==> src/rtl/note_tone_if.sv <==
// Note-code bus between a note source (master) and the tone generator (slave).
interface note_tone_if;
  logic       en;
  logic [4:0] note_code;
  logic       tone;
  logic       playing;
  logic [4:0] cur_note;

  modport master (output en, note_code, input tone, playing, cur_note);
  modport slave  (input en, note_code, output tone, playing, cur_note);
endinterface

==> src/rtl/note_tone_gen.sv <==
// Square-wave tone generator driven by a 5-bit note code; pitch changes land on period boundaries.
// Optional macro TONE_DUTY25_EN selects a 25% duty cycle instead of 50%.
module note_tone_gen #(
  parameter int CLK_HZ = 50_000_000,
  parameter int CNT_W  = 24
) (
  input  logic clk,
  input  logic rst_n,
  note_tone_if.slave bus
);

  typedef enum logic {IDLE, RUN} state_t;

  state_t           state;
  logic [CNT_W-1:0] cnt;
  logic             tone_q;
  logic             playing_q;
  logic [4:0]       cur_q;

  logic [CNT_W-1:0] per;
  logic [CNT_W-1:0] hi_len;
  logic [CNT_W-1:0] cnt_nxt;
  logic             valid;

  assign valid   = bus.en && (bus.note_code >= 5'd1) && (bus.note_code <= 5'd20);
  assign cnt_nxt = cnt + 1'b1;

  // Constant divisions only; each arm folds to a literal at elaboration.
  always_comb begin
    per = '0;
    case (cur_q)
      5'd1:  per = CNT_W'(CLK_HZ / 262);
      5'd2:  per = CNT_W'(CLK_HZ / 294);
      5'd3:  per = CNT_W'(CLK_HZ / 330);
      5'd4:  per = CNT_W'(CLK_HZ / 349);
      5'd5:  per = CNT_W'(CLK_HZ / 392);
      5'd6:  per = CNT_W'(CLK_HZ / 440);
      5'd7:  per = CNT_W'(CLK_HZ / 494);
      5'd8:  per = CNT_W'(CLK_HZ / 523);
      5'd9:  per = CNT_W'(CLK_HZ / 587);
      5'd10: per = CNT_W'(CLK_HZ / 659);
      5'd11: per = CNT_W'(CLK_HZ / 698);
      5'd12: per = CNT_W'(CLK_HZ / 784);
      5'd13: per = CNT_W'(CLK_HZ / 880);
      5'd14: per = CNT_W'(CLK_HZ / 988);
      5'd15: per = CNT_W'(CLK_HZ / 1047);
      5'd16: per = CNT_W'(CLK_HZ / 1175);
      5'd17: per = CNT_W'(CLK_HZ / 1319);
      5'd18: per = CNT_W'(CLK_HZ / 1397);
      5'd19: per = CNT_W'(CLK_HZ / 1568);
      5'd20: per = CNT_W'(CLK_HZ / 1760);
      default: per = '0;
    endcase
  end

`ifdef TONE_DUTY25_EN
  assign hi_len = per >> 2;
`else
  assign hi_len = per >> 1;
`endif

  always_ff @(posedge clk) begin
    if (!rst_n) begin
      state     <= IDLE;
      cnt       <= '0;
      tone_q    <= 1'b0;
      playing_q <= 1'b0;
      cur_q     <= '0;
    end else begin
      case (state)
        IDLE: begin
          cnt <= '0;
          if (valid) begin
            cur_q     <= bus.note_code;
            tone_q    <= 1'b1;
            playing_q <= 1'b1;
            state     <= RUN;
          end else begin
            tone_q    <= 1'b0;
            playing_q <= 1'b0;
            cur_q     <= '0;
          end
        end
        RUN: begin
          // Dropping en mutes immediately, even mid-period.
          if (!bus.en) begin
            cnt       <= '0;
            tone_q    <= 1'b0;
            playing_q <= 1'b0;
            cur_q     <= '0;
            state     <= IDLE;
          end else if (cnt == per - 1'b1) begin
            cnt <= '0;
            if (valid) begin
              cur_q  <= bus.note_code;
              tone_q <= 1'b1;
            end else begin
              tone_q    <= 1'b0;
              playing_q <= 1'b0;
              cur_q     <= '0;
              state     <= IDLE;
            end
          end else begin
            cnt    <= cnt_nxt;
            tone_q <= (cnt_nxt < hi_len);
          end
        end
        default: state <= IDLE;
      endcase
    end
  end

  assign bus.tone     = tone_q;
  assign bus.playing  = playing_q;
  assign bus.cur_note = cur_q;

endmodule
==> src/flat_wrapper.sv <==
// flat-port wrapper written by rule: the top's interface ports become plain ports
module note_tone_gen_flat 
#(
  parameter int CLK_HZ = 50_000_000,
  parameter int CNT_W  = 24
)
  (clk, rst_n, bus_en, bus_note_code, bus_tone, bus_playing, bus_cur_note);
  note_tone_if bus_i ();
  input  logic clk;
  input  logic rst_n;
  input wire logic [$bits(bus_i.en)-1:0] bus_en;
  input wire logic [$bits(bus_i.note_code)-1:0] bus_note_code;
  output wire logic [$bits(bus_i.tone)-1:0] bus_tone;
  output wire logic [$bits(bus_i.playing)-1:0] bus_playing;
  output wire logic [$bits(bus_i.cur_note)-1:0] bus_cur_note;
  assign bus_i.en = bus_en;
  assign bus_i.note_code = bus_note_code;
  assign bus_tone = bus_i.tone;
  assign bus_playing = bus_i.playing;
  assign bus_cur_note = bus_i.cur_note;
  note_tone_gen #(.CLK_HZ(CLK_HZ), .CNT_W(CNT_W)) u_core (.clk(clk), .rst_n(rst_n), .bus(bus_i));
endmodule
==> config.mk <==
export PLATFORM = sky130hd
export DESIGN_NAME = note_tone_gen_flat
export DESIGN_NICKNAME = d
export VERILOG_FILES = /design/src/rtl/note_tone_if.sv /design/src/rtl/note_tone_gen.sv /design/src/flat_wrapper.sv
export SDC_FILE = /design/constraint.sdc
export NUM_CORES = 1
export LEC_CHECK = 0
export ABC_AREA = 1
export BUFFER_PORTS_ARGS = -buffer_cell sky130_fd_sc_hd__clkbuf_2
export CORE_ASPECT_RATIO = 0.5
export CORE_MARGIN = 3
export CORE_UTILIZATION = 25
export CTS_BUF_LIST = sky130_fd_sc_hd__clkbuf_4
export DETAILED_ROUTE_END_ITERATION = 7
export GPL_ROUTABILITY_DRIVEN = 0
export PLACE_DENSITY_LB_ADDON = 0.1
export RECOVER_POWER = 50
export SETUP_SLACK_MARGIN = 0.2
export SLEW_MARGIN = 20
export SYNTH_ARGS = -nofsm -noshare
export SYNTH_HDL_FRONTEND = slang
export SYNTH_SLANG_ARGS = --single-unit
==> constraint.sdc <==
create_clock -name clk -period 3.95 [get_ports clk]
set_clock_uncertainty 0.2 [all_clocks]
set_input_delay 0 -clock clk [delete_from_list [all_inputs] [get_ports clk]]
set_output_delay 0 -clock clk [all_outputs]
set_load 0.1 [all_outputs]
* Word-level counts from Yosys, hierarchy flattened
Memory sizes are Yosys's and may differ from the RTL's. A register that Yosys moved wholly into a read port is not among the register bits.
Cells that the tools add are included.
** Storage, ports and cells
- Output and inout bits :: 7
- Word-level logic and storage cells :: 38
- Bits in read-only memories :: 576
- Register bits after elaboration :: 32
- Memories :: 1
- Input bits :: 8
** Operators by class
- Bitwise operators :: 1
- Order comparisons :: 3
- Add/sub/neg operators :: 2
- Reductions and logical operators :: 3
- Multiplexer cells :: 20
- Eq/ne operators :: 3
** Memory list
- (name not given) :: words 32, bits a word 18, read ports 1, clocked after Yosys merged registers in 1, wr ports 0, line note_tone_gen.sv:31 : case (cur_q)
** Operator list (count)
- 24-bit two-way mux :: 2
- 24-bit one-hot mux with 2 select lines :: 1
- 5-bit two-way mux :: 5
- 24-bit by 1-bit adder with 24-bit output (second input constant) :: 1
- 24-bit equality test :: 1
- 24-bit by 23-bit less-than comparator with 1-bit output :: 1
- 24-bit by 1-bit subtractor with 24-bit output (second input constant) :: 1
- 5-bit one-hot mux with 2 select lines :: 1
- 1-bit two-way mux :: 8
- 3-bit != test (second input constant) :: 2
- 1-bit one-hot mux with 2 select lines :: 3
- 5-bit by 1-bit >= comparator with 1-bit output (second input constant) :: 1
- 5-bit <= comparator (second input constant) :: 1
- 1-bit logical AND :: 2
- 2-bit AND reduction :: 1
- 1-bit inverter :: 1

* Logic depth before layout (Yosys ltp)
Gate-level depths: netlist of the first run.
- Depth in word-level cells :: 9
- Mapped depth :: 25
- Depth with buffers taken out :: 25

* Worst setup path after synthesis of the first run
Ideal clock, no wire load.
- Path type :: flip-flop to flip-flop
- From :: register, netlist name u_core.per[0]
- To :: register, netlist name u_core.per[13]
- Stages on the path, launching flop included :: 24
- Arrival :: 2.772 ns
- Data required time :: 3.637 ns
- Clock period less this slack :: 3.085 ns
- Slack :: 0.865 ns
- Cells stage by stage :: dfxtp_1 inv_1 ha_1 nand2_1 nor2_4 buf_6 nand3_1 nand2_1 nand2_1 nor2_1 nand2_1 nor2_2 nand2_4 nand2_4 nand2_1 nand2_1 nand2_1 inv_1 ha_1 nand3b_1 nand2_1 nand2_1 nand3_1 nand2_1
** Between the ends
- Longest elaborated chain between the ends :: 5
** Ends and longest elaborated chain
- 24-bit by 1-bit subtractor with 24-bit output :: line note_tone_gen.sv:92 : end else if (cnt == per - 1'b1) begin
- 24-bit equality test :: line note_tone_gen.sv:92
- 3-bit != test (no line)
- 5-bit two-way mux (no line) (2 in series)
No other way between the ends.
A chain may end at the register's enable or synchronous reset.

* Worst setup path after layout of the first run
- From :: register, netlist name u_core.per[0]
- To :: register, netlist name u_core.per[13]
** Between the ends
- Longest elaborated chain between the ends :: 5
** Ends and longest elaborated chain (line)
- 24-bit by 1-bit subtractor with 24-bit output :: note_tone_gen.sv:92
- 24-bit equality test :: note_tone_gen.sv:92
- 3-bit != test (no line)
- 5-bit two-way mux (no line) (2 in series)
No other way between the ends.

==> results by group, run 1 <==
Outcome
  • Status: completed

Worst setup path
  • Setup crit end kind: flop
  • Crit start category: flop
  • R2r startpoint: u_core.per[0]
  • Internal reg-to-reg setup slack: approximately 400 ps
  • Worst reg2reg path depth: 20
  • Worst EP required: roughly 4100 ps
  • CP max FO: 9
  • Crit path kind: flop to flop
  • Reg-to-Reg End: u_core.per[13]
  • Arr. time, crit path: roughly 3600 ps
  • Crit path from: u_core.per[0]

Placement
  • Worst slack, placed: around 190 ps
  • Port Buffers: 14
  • Hpwl dp: between 9 and 10 mm

Yosys
  • Number of synthesized flops with an enable pin: 0
  • Mapped Nets: approximately 670
  • Top_reg_cell synth: dfxtp_1
  • Post-Syn Area: between 0.003 and 0.004 mm2
  • Synth Area per Inst: 6.29 um2
  • Post-synthesis register bit count: 50
  • Sequential share of the synthesized area: about 25%
  • YS warnings: 0
  • Ys async rst share: 0%
  • Syn Inst Count: approximately 630
  • Synth cell types: 36

Power
  • Internal: approximately 860 uW
  • Clock power frac: 27.7%
  • Static Leak: 0.00223 uW
  • Comb pwr share: a little under a third
  • Switching Power: 501 uW
  • PD cells: 302 mW/mm2
  • Seq pwr share: slightly above 40%
  • Max IR drop VDD: just over 0.1 mV
  • Sw Share: a little under two fifths

STA
  • Tmin final: about 3500 ps
  • Achievable Freq: between 200 and 300 MHz
  • Max-slew headroom: 22.2%
  • WHS: between 30 and 40 ps
  • Slew of the pin with the lowest slew margin: about 1200 ps
  • Fin crit share: 89.6%
  • RSZ-0062 raised after global routing: yes
  • Endpoints failing hold: 0
  • Min setup slack post-route: about 410 ps
  • Max Slew Vio Count: 0
  • Setup TNS: 0 ps
  • Final setup viols: 0

Min path
  • Hold depth: 7
  • Hold Path Class: input port to flop
  • Hold endpoint: u_core.bus.cur_note[0]
  • HP Start: bus_note_code[0]

Run
  • Max-cap viol count: 0

Route
  • Drt pass-1 iters: 5
  • Routed vias: between 3k and 4k
  • Total Wirelength: ~12 mm
  • WL/cell: about 14 um
  • Final ANT Viol Nets: 0
  • Vias per inst: about 4.5
  • DRC Markers: 0
  • Initial DRC Count: 265

Floorplanning
  • Core box area: 0.0150 mm2
  • FP Rows: 31
  • Die H: about 95 um
  • Initial Util: roughly a quarter
  • I/O pin cnt: 15
  • Width of the die: 184 um
  • Area of the die: 0.0176 mm2

Cells and area
  • Antenna fix cells: 0
  • Layout area overhead: 13.6%
  • # fillers: 1671
  • Commonest non-fill, non-tap cell in the layout: nand2_1
  • Nets: 698
  • Layout cells sized above 1: 9.32%
  • Register area: 0.00100 mm2
  • Area of the multi-input gates: about 0.0026 mm2
  • Most frequent cells in the layout: nand2_1, inv_1, nor2_1, nand3_1, dfxtp_1

Clocking
  • Clk pin slew, worst setup/hold paths: 160 ps
  • CTS max path bufs: 2
  • CTS tree: built
  • Root Driver: clkbuf_4
  • Clock Sinks: 50
  • Skew-Pair Late Insertion Delay: between 300 and 400 ps
  • H-tree levels: 2
  • TritonCTS Buffers: 5

GRT
  • First-pass GRT wire length: 19.1 mm
  • GR Overflow Total: 0
  • Largest net degree at the start of global routing: 20
  • Vias in the first global route: 3578
  • Initial antenna violation count: 0
  • Global Route Usage Sum: 13.8%
[final cells by class]
type | instances | area share, %
Clock buffer | 5 | 0.830
Timing Repair Buffer | 30 | 4.54
Tap cell | 198 | 5.48
Sequential cell | 50 | 22.2
Inverter | 94 | 7.91
Clock inverter | 3 | 1.41
Multi-Input combinational cell | 483 | 57.7
[cell families (layout without fill, tap and decap cells)]
group | count (synthesis) | in the layout | synth area share (%)
and+or+nand+nor | 401 | 401 | 46.2
adders and majority gates | 26 | 26 | 8.17
buffers and inverters | 100 | 132 | 10.1
DFF | 50 | 50 | 25.1
AOI/OAI and AO/OA | 29 | 29 | 4.43
xor gates and xnor gates | 27 | 27 | 5.94
[worst max path at each step]
stage / depth (start not counted) / slack (ps) / end
floorplan: 23 / 860 / u_core.per[13]
global placement: 23 / 110 / u_core.per[13]
detailed placement: 23 / 190 / u_core.per[13]
CTS: 23 / 220 / u_core.per[13]
global route: 22 / 90 / u_core.per[13]
finish: 20 / 410 / u_core.per[13]
[stage by stage]
step                util, %  cells  total power [uW]  cell area [um2]
floorplan                 -    633               879             3980
global placement       28.8    848               985             4320
detailed placement     28.8    848               981             4320
CTS                    29.9    862              1370             4480
global route           30.1    863              1460             4520
finish                 30.1    863              1360             4520
[routing by layer]
metal	vias to the layer above	GRT usage, %	part of all wire (%)
li1	2061	-	-
met1	1747	21.2	56
met2	76	20.1	39
met3	6	2.55	4.1
met4	0	2.39	0.71
met5	-	0	0
[power groups by stage]
stage / logic [uW] / registers (uW) / clock network, uW
after global routing: 480 / 568 / 407
after detailed placement: 407 / 574 / 0
after CTS: 413 / 563 / 391
after floorplan: 291 / 588 / 0
after global placement: 410 / 575 / 0
final: 424 / 563 / 377
[registers in the layout (all words and copies together), names as in the netlist]
name / cells
u_core.cnt: 24
u_core.per: 18
u_core.bus.cur_note: 5
u_core.bus.playing: 1
u_core.bus.tone: 1
u_core.state: 1
[worst max-delay path: stages (launching register included)]
cell      delay (ps)
dfxtp_1          420
inv_1            120
ha_1             320
xor2_1           160
nand3_1          110
nor2_1           210
nand2_1           70
nor2_1           100
nand2_1           80
nor2_2           150
nand2_4          130
nand2_4          120
nand2_1           70
nand2_1          190
nand2_4          130
ha_1             380
nand3b_1         210
nand2_1           90
nand2_1           50
nand3_1           90
nand2_1           60
[repair_timing]
| item | CTS | global route |
|---|---|---|
| hold buffers | 6 | 0 |
| pin swaps | 0 | 1 |
| resized for setup | 1 | 12 |
| setup buffers | 0 | 1 |
| setup endpoints to repair | 2 | 19 |
| endpoints found under the hold margin | 18 | 0 |
[cells in the mapped netlist, types with 2 or more instances]
master | number | area (um2)
nor2_2 | 4 | 25.0
xnor2_1 | 10 | 87.6
nor3_1 | 15 | 75.1
nand2_1 | 193 | 724
ha_1 | 26 | 325
or2_2 | 2 | 12.5
nand3b_1 | 10 | 75.1
nand2_4 | 5 | 56.3
nor2_1 | 80 | 300
clkbuf_1 | 3 | 11.3
nand2_2 | 2 | 12.5
nand3_1 | 62 | 310
nor2_4 | 5 | 56.3
dfxtp_1 | 50 | 1000
o21ai_0 | 7 | 35.0
xor2_1 | 17 | 149
o21ai_1 | 2 | 10.0
inv_4 | 2 | 12.5
o211ai_1 | 3 | 22.5
nand4_1 | 14 | 87.6
buf_6 | 3 | 33.8
nand3_2 | 4 | 40.0
inv_1 | 90 | 338
a21oi_1 | 12 | 60.1
Power figures use the tool's default switching activity.
==> run 2: changes to the inputs <==
--- a/config.mk
+++ b/config.mk
@@ -8,7 +8,7 @@
 export ABC_AREA = 1
 export BUFFER_PORTS_ARGS = -buffer_cell sky130_fd_sc_hd__clkbuf_2
 export CORE_ASPECT_RATIO = 0.5
-export CORE_MARGIN = 3
+export CORE_MARGIN = 10
 export CORE_UTILIZATION = 25
 export CTS_BUF_LIST = sky130_fd_sc_hd__clkbuf_4
 export DETAILED_ROUTE_END_ITERATION = 7
==> run 2 against run 1 <==
  * Combinational power about the same
  * First-iteration DRC count decreased by 29%
  * Global-route usage shrank 2.4 points
  * Register-to-register slack gained 80 ps
  * Wire length is 1.5% higher
  * Critical path depth rose by 5
  * Hold slack got worse by 2.7 ps
  * Total power is 0.31% higher
  * Count of clock-buffer cells in the layout unchanged
  * Sequential share of layout area is essentially flat
  * Final cell count is 0.81% higher
  * Highest routed layer unchanged
==> results by group, run 2 (same netlist as run 1, synthesis figures left out) <==
Clocking
  • Root Driver: clkbuf_4 (unchanged)
  • CTS max path bufs: 2 (unchanged)
  • H-tree levels: 2 (unchanged)
  • Clock Sinks: 50 (unchanged)
  • TritonCTS Buffers: 5 (unchanged)
  • Clk pin slew, worst setup/hold paths: 160 ps (about the same)
  • Skew-Pair Late Insertion Delay: 390 ps (about the same)
  • CTS tree: built (unchanged)

Floorplanning
  • Core box area: 0.0155 mm2 (was 0.0150 mm2)
  • Die H: 109 um (was 95.2 um)
  • Initial Util: 25.7% (was 26.5%)
  • Width of the die: 198 um (was 184 um)
  • Area of the die: 0.0217 mm2 (was 0.0176 mm2)
  • FP Rows: 32 (was 31)
  • I/O pin cnt: 15 (unchanged)

GRT
  • GR Overflow Total: 0 (unchanged)
  • First-pass GRT wire length: 19.6 mm (was 19.1 mm)
  • Global Route Usage Sum: 11.4% (was 13.8%)
  • Initial antenna violation count: 0 (unchanged)
  • Vias in the first global route: 3573 (was 3578)
  • Largest net degree at the start of global routing: 27 (was 20)

Min path
  • Hold Path Class: input port to flop (unchanged)
  • Hold endpoint: u_core.bus.cur_note[0] (unchanged)
  • HP Start: bus_note_code[0] (unchanged)
  • Hold depth: 7 (unchanged)

Power
  • Max IR drop VDD: 0.112 mV (was 0.103 mV)
  • PD cells: 302 mW/mm2 (about the same)
  • Static Leak: 0.00224 uW (was 0.00223 uW)

Worst setup path
  • Reg-to-Reg End: u_core.per[13] (unchanged)
  • Setup crit end kind: flop (unchanged)
  • Worst EP required: 4050 ps (about the same)
  • Crit start category: flop (unchanged)
  • CP max FO: 12 (was 9)
  • R2r startpoint: u_core.per[0] (unchanged)
  • Internal reg-to-reg setup slack: 490 ps (was 410 ps)
  • Arr. time, crit path: 3560 ps (was 3640 ps)
  • Worst reg2reg path depth: 25 (was 20)
  • Crit path kind: flop to flop (unchanged)

STA
  • Achievable Freq: 289 MHz (was 283 MHz)
  • Max-slew headroom: 20.9% (was 22.2%)
  • Fin crit share: 87.6% (was 89.6%)
  • Max Slew Vio Count: 0 (unchanged)
  • RSZ-0062 raised after global routing: no (was yes)
  • Tmin final: 3460 ps (was 3540 ps)
  • Final setup viols: 0 (unchanged)
  • Setup TNS: 0 ps (unchanged)
  • Min setup slack post-route: 491 ps (was 411 ps)
  • Slew of the pin with the lowest slew margin: 1190 ps (was 1170 ps)
  • Endpoints failing hold: 0 (unchanged)

Cells and area
  • Biggest register: u_core.cnt (unchanged)
  • Antenna fix cells: 0 (unchanged)
  • Layout area overhead: 13.7% (was 13.6%)
  • Commonest non-fill, non-tap cell in the layout: nand2_1 (unchanged)
  • Most frequent cells in the layout: nand2_1, inv_1, nor2_1, nand3_1, dfxtp_1 (unchanged)
  • Number of flip-flops in the largest register: 24 (unchanged)
  • Nets: 699 (was 698)
  • Layout cells sized above 1: 8.86% (was 9.32%)

Route
  • Initial DRC Count: 188 (was 265)
  • WL/cell: 13.7 um (was 13.6 um)
  • DRC Markers: 0 (unchanged)
  • Total Wirelength: 11.9 mm (was 11.8 mm)
  • Drt pass-1 iters: 5 (unchanged)
  • Vias per inst: 4.44 (was 4.51)
  • Final ANT Viol Nets: 0 (unchanged)
  • Routed vias: 3862 (was 3890)

Outcome
  • Status: completed (unchanged)

Placement
  • Port Buffers: 14 (unchanged)
  • Worst slack, placed: 148 ps (was 187 ps)
  • Hpwl dp: 9.74 mm (was 9.72 mm)

Run
  • Max-cap viol count: 0 (unchanged)
run 2: cell count changes in the layout (fill, tap and decap cells not counted), sizes merged:
cell         previous run  this run
clkbuf                 20        21
buf                     9         7
dlygate4sd3             6         8
run 2: cell type report:
| cell class | count | area [um2] |
|---|---|---|
| Clock buffer | 5 | 37.5 |
| Clock inverter | 3 | 68.8 |
| Fill cell | 1727 | 11000 |
| Inverter | 94 | 358 |
| Multi-Input combinational cell | 483 | 2590 |
| Sequential cell | 50 | 1000 |
| Tap cell | 204 | 255 |
| Timing Repair Buffer | 31 | 219 |
run 2: worst max-delay path, stage by stage, from the launching register on:
cell	delay, ps
dfxtp_1	440
inv_1	120
ha_1	250
nand2_2	110
nor2_1	70
buf_12	140
clkbuf_4	140
nand2_1	50
nand2_1	40
nand2_1	60
inv_1	40
nor2_1	70
nand2_1	70
nor2_2	140
nand2_4	120
nand2_4	120
nand2_1	60
nand2_1	130
nand2_4	120
inv_2	150
ha_4	230
nand3b_1	170
nand2_1	90
nand2_1	50
nand3_1	110
nand2_1	60
run 2: per-layer routing:
| metal | routed length [um] | track usage [%] |
|---|---|---|
| met1 | 6470 | 16.6 |
| met5 | 0 | 0 |
| met3 | 418 | 2.15 |
| met4 | 147 | 2.49 |
| met2 | 4910 | 16.9 |
run 2: power breakdown:
part,switching [uW],internal (uW),leakage [uW]
clock network,185,198,0.0000554
registers,33.8,530,0.000408
logic,282,139,0.00177
run 2: how the worst max path moves through the flow:
stage | startpoint | end | slack, ps | cells past startpoint
after floorplan | u_core.per[0] | u_core.per[13] | 860 | 23
after global placement | u_core.per[0] | u_core.per[13] | 120 | 23
after detailed placement | u_core.per[0] | u_core.per[13] | 150 | 23
after CTS | u_core.per[0] | u_core.per[5] | 230 | 21
after global routing | u_core.per[0] | u_core.per[13] | 130 | 25
final | u_core.per[0] | u_core.per[13] | 490 | 25
run 2: timing repair:
| action | in CTS | in global routing |
|---|---|---|
| hold endpoints to repair | 14 | 0 |
| gates resized for setup | 2 | 9 |
| pin swaps | 0 | 1 |
| hold buffers | 8 | 0 |
| buffers inserted | 0 | 2 |
| endpoints found under the setup margin | 3 | 19 |
run 2: per-stage QoR:
| step | power, uW | util, % | cell area [um2] | instances | hold WS, ps |
|---|---|---|---|---|---|
| global route | 1470 | 29.2 | 4530 | 870 | 65.9 |
| detailed placement | 979 | 27.8 | 4310 | 852 | 216 |
| finish | 1370 | 29.2 | 4530 | 870 | 28.5 |
| global placement | 984 | 27.8 | 4310 | 852 | 228 |
| floorplan | 879 | - | 3980 | 633 | 22.1 |
| CTS | 1380 | 29.1 | 4500 | 868 | 7.87 |
